### config.mk
export PLATFORM = sky130hd
export DESIGN_NAME = bram_dump_streamer
export DESIGN_NICKNAME = d
export VERILOG_FILES = /design/src/rtl/bram_dump_streamer_pkg.sv /design/src/rtl/bram_dump_streamer_stream_out_reg.sv /design/src/rtl/bram_dump_streamer.sv
export SDC_FILE = /design/constraint.sdc
export NUM_CORES = 1
export LEC_CHECK = 0
export BUFFER_PORTS_ARGS = -buffer_cell sky130_fd_sc_hd__buf_2
export CAP_MARGIN = 20
export CORE_MARGIN = 2
export CORE_UTILIZATION = 43
export DETAILED_ROUTE_END_ITERATION = 6
export PLACE_DENSITY = 0.76
export RECOVER_POWER = 25
export SYNTH_ARGS = -nofsm -noshare
export SYNTH_HDL_FRONTEND = slang
export SYNTH_HIERARCHICAL = 1
export SYNTH_SLANG_ARGS = --single-unit
### constraint.sdc
create_clock -name i_clk -period 1.7 [get_ports i_clk]
set_input_delay 0.34 -clock i_clk [delete_from_list [all_inputs] [get_ports i_clk]]
set_output_delay 0.34 -clock i_clk [all_outputs]
set_load 0.02 [all_outputs]
### src/rtl/bram_dump_streamer_pkg.sv
// Shared constants for the BRAM dump streamer.
//   dump_state_t    : FSM state register type
//   DUMP_*          : FSM state encodings (CSUM only reached with BRAM_DUMP_CHECKSUM_EN)
//   DUMP_ADDR_STEP  : byte stride between consecutive 32-bit words
//   DUMP_DATA_W     : default word width, matches the BRAM data width
package bram_dump_streamer_pkg;

  typedef logic [2:0] dump_state_t;

  localparam dump_state_t DUMP_IDLE = 3'd0;
  localparam dump_state_t DUMP_READ = 3'd1;
  localparam dump_state_t DUMP_SEND = 3'd2;
  localparam dump_state_t DUMP_DONE = 3'd3;
  localparam dump_state_t DUMP_CSUM = 3'd4;

  localparam int unsigned DUMP_ADDR_STEP = 4;
  localparam int unsigned DUMP_DATA_W    = 32;

endpackage

### src/rtl/bram_dump_streamer_stream_out_reg.sv
// Holding register for one valid/ready output beat.
//   i_clk, i_rst      : clock, synchronous active-high reset
//   i_load            : capture i_data/i_addr/i_last and raise o_valid (wins over i_clear)
//   i_clear           : drop o_valid/o_last after a handshake
//   o_valid, o_data, o_addr, o_last : registered beat; held unchanged while neither strobe is set
module bram_dump_streamer_stream_out_reg
  import bram_dump_streamer_pkg::*;
#(
  parameter int unsigned ADDR_W = 10,
  parameter int unsigned DATA_W = DUMP_DATA_W
) (
  input  logic              i_clk,
  input  logic              i_rst,
  input  logic              i_load,
  input  logic              i_clear,
  input  logic [DATA_W-1:0] i_data,
  input  logic [ADDR_W-1:0] i_addr,
  input  logic              i_last,
  output logic              o_valid,
  output logic [DATA_W-1:0] o_data,
  output logic [ADDR_W-1:0] o_addr,
  output logic              o_last
);

  logic              r_valid;
  logic [DATA_W-1:0] r_data;
  logic [ADDR_W-1:0] r_addr;
  logic              r_last;

  always_ff @(posedge i_clk) begin
    if (i_rst) begin
      r_valid <= 1'b0;
      r_data  <= '0;
      r_addr  <= '0;
      r_last  <= 1'b0;
    end else if (i_load) begin
      // Load beats clear: the checksum beat is loaded on the last data handshake.
      r_valid <= 1'b1;
      r_data  <= i_data;
      r_addr  <= i_addr;
      r_last  <= i_last;
    end else if (i_clear) begin
      r_valid <= 1'b0;
      r_last  <= 1'b0;
    end
  end

  assign o_valid = r_valid;
  assign o_data  = r_data;
  assign o_addr  = r_addr;
  assign o_last  = r_last;

endmodule

### src/rtl/bram_dump_streamer.sv
// Reads word_count words starting at base_addr through a bram32 debug read port and streams
// them out over valid/ready. Only debug_addr is driven, so CPU-side BRAM traffic is untouched.
//   i_clk, i_rst            : clock, synchronous active-high reset
//   i_start                 : begin a dump (sampled only when idle)
//   i_base_addr             : first byte address, bits [1:0] ignored
//   i_word_count            : words to dump, 0 allowed, counts past the memory size wrap
//   o_debug_addr            : to bram32 debug_addr
//   i_debug_data            : from bram32 debug_data (asynchronous read)
//   o_m_valid, i_m_ready    : output handshake
//   o_m_data, o_m_addr      : beat word and its byte address
//   o_m_last                : final beat of the dump
//   o_busy                  : dump in progress
//   o_done                  : one-cycle completion pulse
// Optional feature: define BRAM_DUMP_CHECKSUM_EN to append a running-sum beat after the data.
module bram_dump_streamer
  import bram_dump_streamer_pkg::*;
#(
  parameter int unsigned ADDR_W = 10,
  parameter int unsigned DATA_W = DUMP_DATA_W,
  parameter int unsigned CNT_W  = 11
) (
  input  logic              i_clk,
  input  logic              i_rst,
  input  logic              i_start,
  input  logic [ADDR_W-1:0] i_base_addr,
  input  logic [CNT_W-1:0]  i_word_count,
  output logic [ADDR_W-1:0] o_debug_addr,
  input  logic [DATA_W-1:0] i_debug_data,
  output logic              o_m_valid,
  input  logic              i_m_ready,
  output logic [DATA_W-1:0] o_m_data,
  output logic [ADDR_W-1:0] o_m_addr,
  output logic              o_m_last,
  output logic              o_busy,
  output logic              o_done
);

  dump_state_t       r_state;
  logic [ADDR_W-1:0] r_cur_addr;
  logic [CNT_W-1:0]  r_remaining;
  logic              r_busy;
  logic              r_done;

  dump_state_t       w_state_nxt;
  logic              w_hs;
  logic              w_last_data;
  logic              w_load;
  logic              w_clear;
  logic [DATA_W-1:0] w_ld_data;
  logic [ADDR_W-1:0] w_ld_addr;
  logic              w_ld_last;
  logic [ADDR_W-1:0] w_base_aligned;

`ifdef BRAM_DUMP_CHECKSUM_EN
  logic [DATA_W-1:0] r_sum;
`endif

  assign w_hs           = o_m_valid & i_m_ready;
  assign w_last_data    = (r_remaining == CNT_W'(1));
  assign w_base_aligned = i_base_addr & ~ADDR_W'(3);

  always_comb begin
    w_state_nxt = r_state;
    w_load      = 1'b0;
    w_clear     = 1'b0;
    w_ld_data   = i_debug_data;
    w_ld_addr   = r_cur_addr;
`ifdef BRAM_DUMP_CHECKSUM_EN
    // The checksum beat carries the last flag, so data beats never do.
    w_ld_last   = 1'b0;
`else
    w_ld_last   = w_last_data;
`endif
    case (r_state)
      DUMP_IDLE: begin
        if (i_start) begin
          if (i_word_count == '0) begin
`ifdef BRAM_DUMP_CHECKSUM_EN
            w_state_nxt = DUMP_CSUM;
            w_load      = 1'b1;
            w_ld_data   = '0;
            w_ld_addr   = '0;
            w_ld_last   = 1'b1;
`else
            w_state_nxt = DUMP_DONE;
`endif
          end else begin
            w_state_nxt = DUMP_READ;
          end
        end
      end
      DUMP_READ: begin
        w_load      = 1'b1;
        w_state_nxt = DUMP_SEND;
      end
      DUMP_SEND: begin
        if (w_hs) begin
          w_clear = 1'b1;
          if (w_last_data) begin
`ifdef BRAM_DUMP_CHECKSUM_EN
            w_state_nxt = DUMP_CSUM;
            w_load      = 1'b1;
            w_ld_data   = r_sum + o_m_data;
            w_ld_addr   = '0;
            w_ld_last   = 1'b1;
`else
            w_state_nxt = DUMP_DONE;
`endif
          end else begin
            w_state_nxt = DUMP_READ;
          end
        end
      end
`ifdef BRAM_DUMP_CHECKSUM_EN
      DUMP_CSUM: begin
        if (w_hs) begin
          w_clear     = 1'b1;
          w_state_nxt = DUMP_DONE;
        end
      end
`endif
      DUMP_DONE: w_state_nxt = DUMP_IDLE;
      default:   w_state_nxt = DUMP_IDLE;
    endcase
  end

  always_ff @(posedge i_clk) begin
    if (i_rst) begin
      r_state     <= DUMP_IDLE;
      r_cur_addr  <= '0;
      r_remaining <= '0;
      r_busy      <= 1'b0;
      r_done      <= 1'b0;
    end else begin
      r_state <= w_state_nxt;
      r_done  <= (r_state == DUMP_DONE);
      if (r_state == DUMP_IDLE && i_start) begin
        r_cur_addr  <= w_base_aligned;
        r_remaining <= i_word_count;
`ifdef BRAM_DUMP_CHECKSUM_EN
        r_busy      <= 1'b1;
`else
        // An empty dump goes straight to DONE and never reports busy.
        r_busy      <= (i_word_count != '0);
`endif
      end
      if (r_state == DUMP_SEND && w_hs) begin
        r_remaining <= r_remaining - CNT_W'(1);
        if (!w_last_data) begin
          r_cur_addr <= r_cur_addr + ADDR_W'(DUMP_ADDR_STEP);
        end
      end
      if (r_state == DUMP_DONE) begin
        r_busy <= 1'b0;
      end
    end
  end

`ifdef BRAM_DUMP_CHECKSUM_EN
  always_ff @(posedge i_clk) begin
    if (i_rst) begin
      r_sum <= '0;
    end else if (r_state == DUMP_IDLE && i_start) begin
      r_sum <= '0;
    end else if (r_state == DUMP_SEND && w_hs) begin
      r_sum <= r_sum + o_m_data;
    end
  end
`endif

  bram_dump_streamer_stream_out_reg #(
    .ADDR_W (ADDR_W),
    .DATA_W (DATA_W)
  ) u_stream_out_reg (
    .i_clk   (i_clk),
    .i_rst   (i_rst),
    .i_load  (w_load),
    .i_clear (w_clear),
    .i_data  (w_ld_data),
    .i_addr  (w_ld_addr),
    .i_last  (w_ld_last),
    .o_valid (o_m_valid),
    .o_data  (o_m_data),
    .o_addr  (o_m_addr),
    .o_last  (o_m_last)
  );

  // The debug port always shows the current word address; it is only consumed in READ.
  assign o_debug_addr = r_cur_addr;
  assign o_busy       = r_busy;
  assign o_done       = r_done;

endmodule
==> flow_summary.yaml <==
yosys:
  synth_area_per_cell_um2: 9.59
  muxShareOfSynthArea_pct: 15.0
  syn_inst: 299
  synth-seq-cells: 69
  synth-simple-area-share_pct: 19.8
  synth_top_family_by_area: "simple AND/OR/NAND/NOR gates"
  yosysTopAreaCell: "dfxtp_1"
  yosys-top-cells-area: "dfxtp_1 (48%), mux2i_1 (15%), nor2_1 (6.8%)"
  synth_edf_count: 0
  synthArstFlopShare_pct: 0
  ys_seq_area_share_pct: 48.2
  synth_xor_area_share_pct: 0
  synth_fa_ha_area_share_pct: 1.31
  synth_compound_gate_area_share_pct: 11.4
  synth_top_area_share_pct: 48.2
  synth_cell_types: 43
  yosysMostFrequentCell: "dfxtp_1"
  syn-cell-area_mm2: 0.00287
  yosysWarningCount: 6
  synth_common_cells: "dfxtp_1 (69), nor2_1 (52), mux2i_1 (43)"
  synthFlopType: "dfxtp_1"
  synth.net_count: 359
worst_setup_path:
  path_class: "reg -> reg"
  arrival_ns: 1.85
  cp-start-kind: "flop"
  reg2reg_slack_ns: 0.07
  required_ns: 1.92
  cp-end-kind: "flop"
  crit_fanout: 7
clock_network:
  clk_pin_slew_ns: 0.07
  cts_buffers: 9
  cts_tree: "yes"
  cts.sinks: 69
  h-tree-depth: 3
  worstSkewPairLatency_ns: 0.33
  clockBufferDepth: 2
  cts-root-buf: "clkbuf_8"
global_route:
  grt_pass1_wl_um: 11100
  antenna_found_initial: 0
  grt_max_degree: 33
  first_global_vias: 2412
  overflow: 0
  grt_usage_pct: 18.9
final_layout:
  area_growth_syn_to_layout_pct: 34.3
  fillCellCount: 550
  drive_gt1_share_pct: 36.3
  nNetsFinal: 478
  diodes: 0
  fin_area_mm2: 0.00385
  instances_no_fill: 499
routing:
  vias_per_cell: 5.29
  firstDrtPassIters: 4
  wl_per_cell_um: 14.0
  drtIter0Drc: 80
  drc: 0
  vias: 2641
  postRouteAntennaNets: 0
  wl_um: 6990
place:
  dpl_cell_area_mm2: 0.00357
  place.gp.congestion: 0.874
  pre_cts_slack_ns: -0.0631
  portBuffers: 110
  place_inst: 480
  dp.final_hpwl_um: 5030
job:
  drv_cap: 0
sta:
  tightest_slew_ns: 0.616
  tns_ns: 0
  slew_viol_final: 0
  fmax_ghz: 0.613
  min_period_over_period_pct: 95.9
  timing.final.ws_setup_ns: 0.0692
  finalHoldViolCount: 0
  rsz0062_at_grt: "true"
  fin_skew_ns: 0.00704
  fin_crit_ns: 1.63
  setup_viol: 0
  relSlewSlack_pct: 58.9
die:
  die_x_um: 85.6
  ios: 113
  num_rows: 29
  dieArea_mm2: 0.00734
  initial_core_util_pct: 44.9
  fp.dieH_um: 85.6
  core_mm2: 0.00639
pwr:
  powerDensity_mw_per_mm2: 968
  finalPower_w: 0.00373
  ir_worst_vdd_mv: 0.514
  p_leak_nw: 1.72
outcome:
  status: "finished, final reports clean"
worst_hold_path:
  hold_class: "in -> reg"
==> cell families (layout without fill, tap and decap cells) <==
group,Yosys count,in the layout
mux,43,43
flops,69,69
compound gates,45,45
fa+ha+maj,3,3
simple gates,115,115
buf+inv,24,147
==> flip-flops by register name (all words and copies together) (netlist names), 2 cells and up <==
register / count
r_remaining: 11
u_stream_out_reg/o_addr: 10
r_state: 2
o_debug_addr: 10
u_stream_out_reg/o_data: 32
==> worst max-delay path, stage by stage, from the launching register on <==
cell	delay [ns]
dfxtp_1	0.36
nor4_4	0.34
buf_4	0.18
buf_4	0.11
a31oi_4	0.13
a32oi_1	0.28
a31oi_1	0.11
==> worst paths after layout <==
path                            cells past startpoint                          end                        start
worst max register to register                      6              o_debug_addr[5]               r_remaining[4]
worst max-delay path                                6              o_debug_addr[5]               r_remaining[4]
worst min-delay path                                3  u_stream_out_reg/o_data[10]             i_debug_data[10]
worst min register to register                      2  u_stream_out_reg/o_data[30]  u_stream_out_reg/o_data[30]
==> metrics by stage <==
| step | utilization (%) | hold WS [ns] |
|---|---|---|
| global placement | 55.8 | 0.466 |
| CTS | 59.3 | 0.229 |
| floorplan | - | 0.466 |
| detailed placement | 55.8 | 0.480 |
| finish | 60.3 | 0.236 |
| global route | 60.3 | 0.244 |
==> cell usage in the layout, fill, tap and decap left out, types with 2 or more instances in the layout <==
cell type  instances
a21oi_1            6
a311oi_1           2
a31oi_1           12
a32oi_1            5
and2_1             2
buf_12             4
buf_2            110
buf_4             12
clkbuf_1           3
clkbuf_8          11
dfxtp_1           68
ha_1               3
inv_1              5
mux2i_1           43
nand2_1           17
nand2b_1           3
nand3_1           10
nor2_1            52
nor3_1             3
nor3b_1            2
nor4_1             2
o211ai_1           5
o2bb2a_1           2
o311ai_0           2
or3_1             11
==> report_power, final <==
part / leakage [nW] / switching [W] / internal (W) / total, W
sequential: 0.563 / 0.0000751 / 0.00170 / 0.00178
combinational: 1.06 / 0.000341 / 0.000287 / 0.000628
clock: 0.0968 / 0.000568 / 0.000753 / 0.00132
==> routing by layer <==
layer,vias to the layer above,GRT usage (%),routed length (um)
li1,1309,-,-
met2,88,33.2,3450
met1,1229,22.1,2950
met4,0,8.23,174
met5,-,0,0
met3,15,4.14,414
==> area by class of cell <==
type	count	area, um2	area share, %
Timing Repair Buffer	126	721	18.7
Sequential cell	69	1380	35.9
Clock inverter	1	30.0	0.780
Multi-Input combinational cell	206	1430	37.2
Inverter	6	25.0	0.650
Tap cell	77	96.3	2.50
Clock buffer	14	163	4.22
==> timing repair <==
action	in CTS	in global routing
setup endpoints to repair	7	11
resized for setup	2	9
hold buffers	0	0
setup buffers	2	2
pin swaps	1	2
Note: power is estimated with default switching activity, not from simulation.
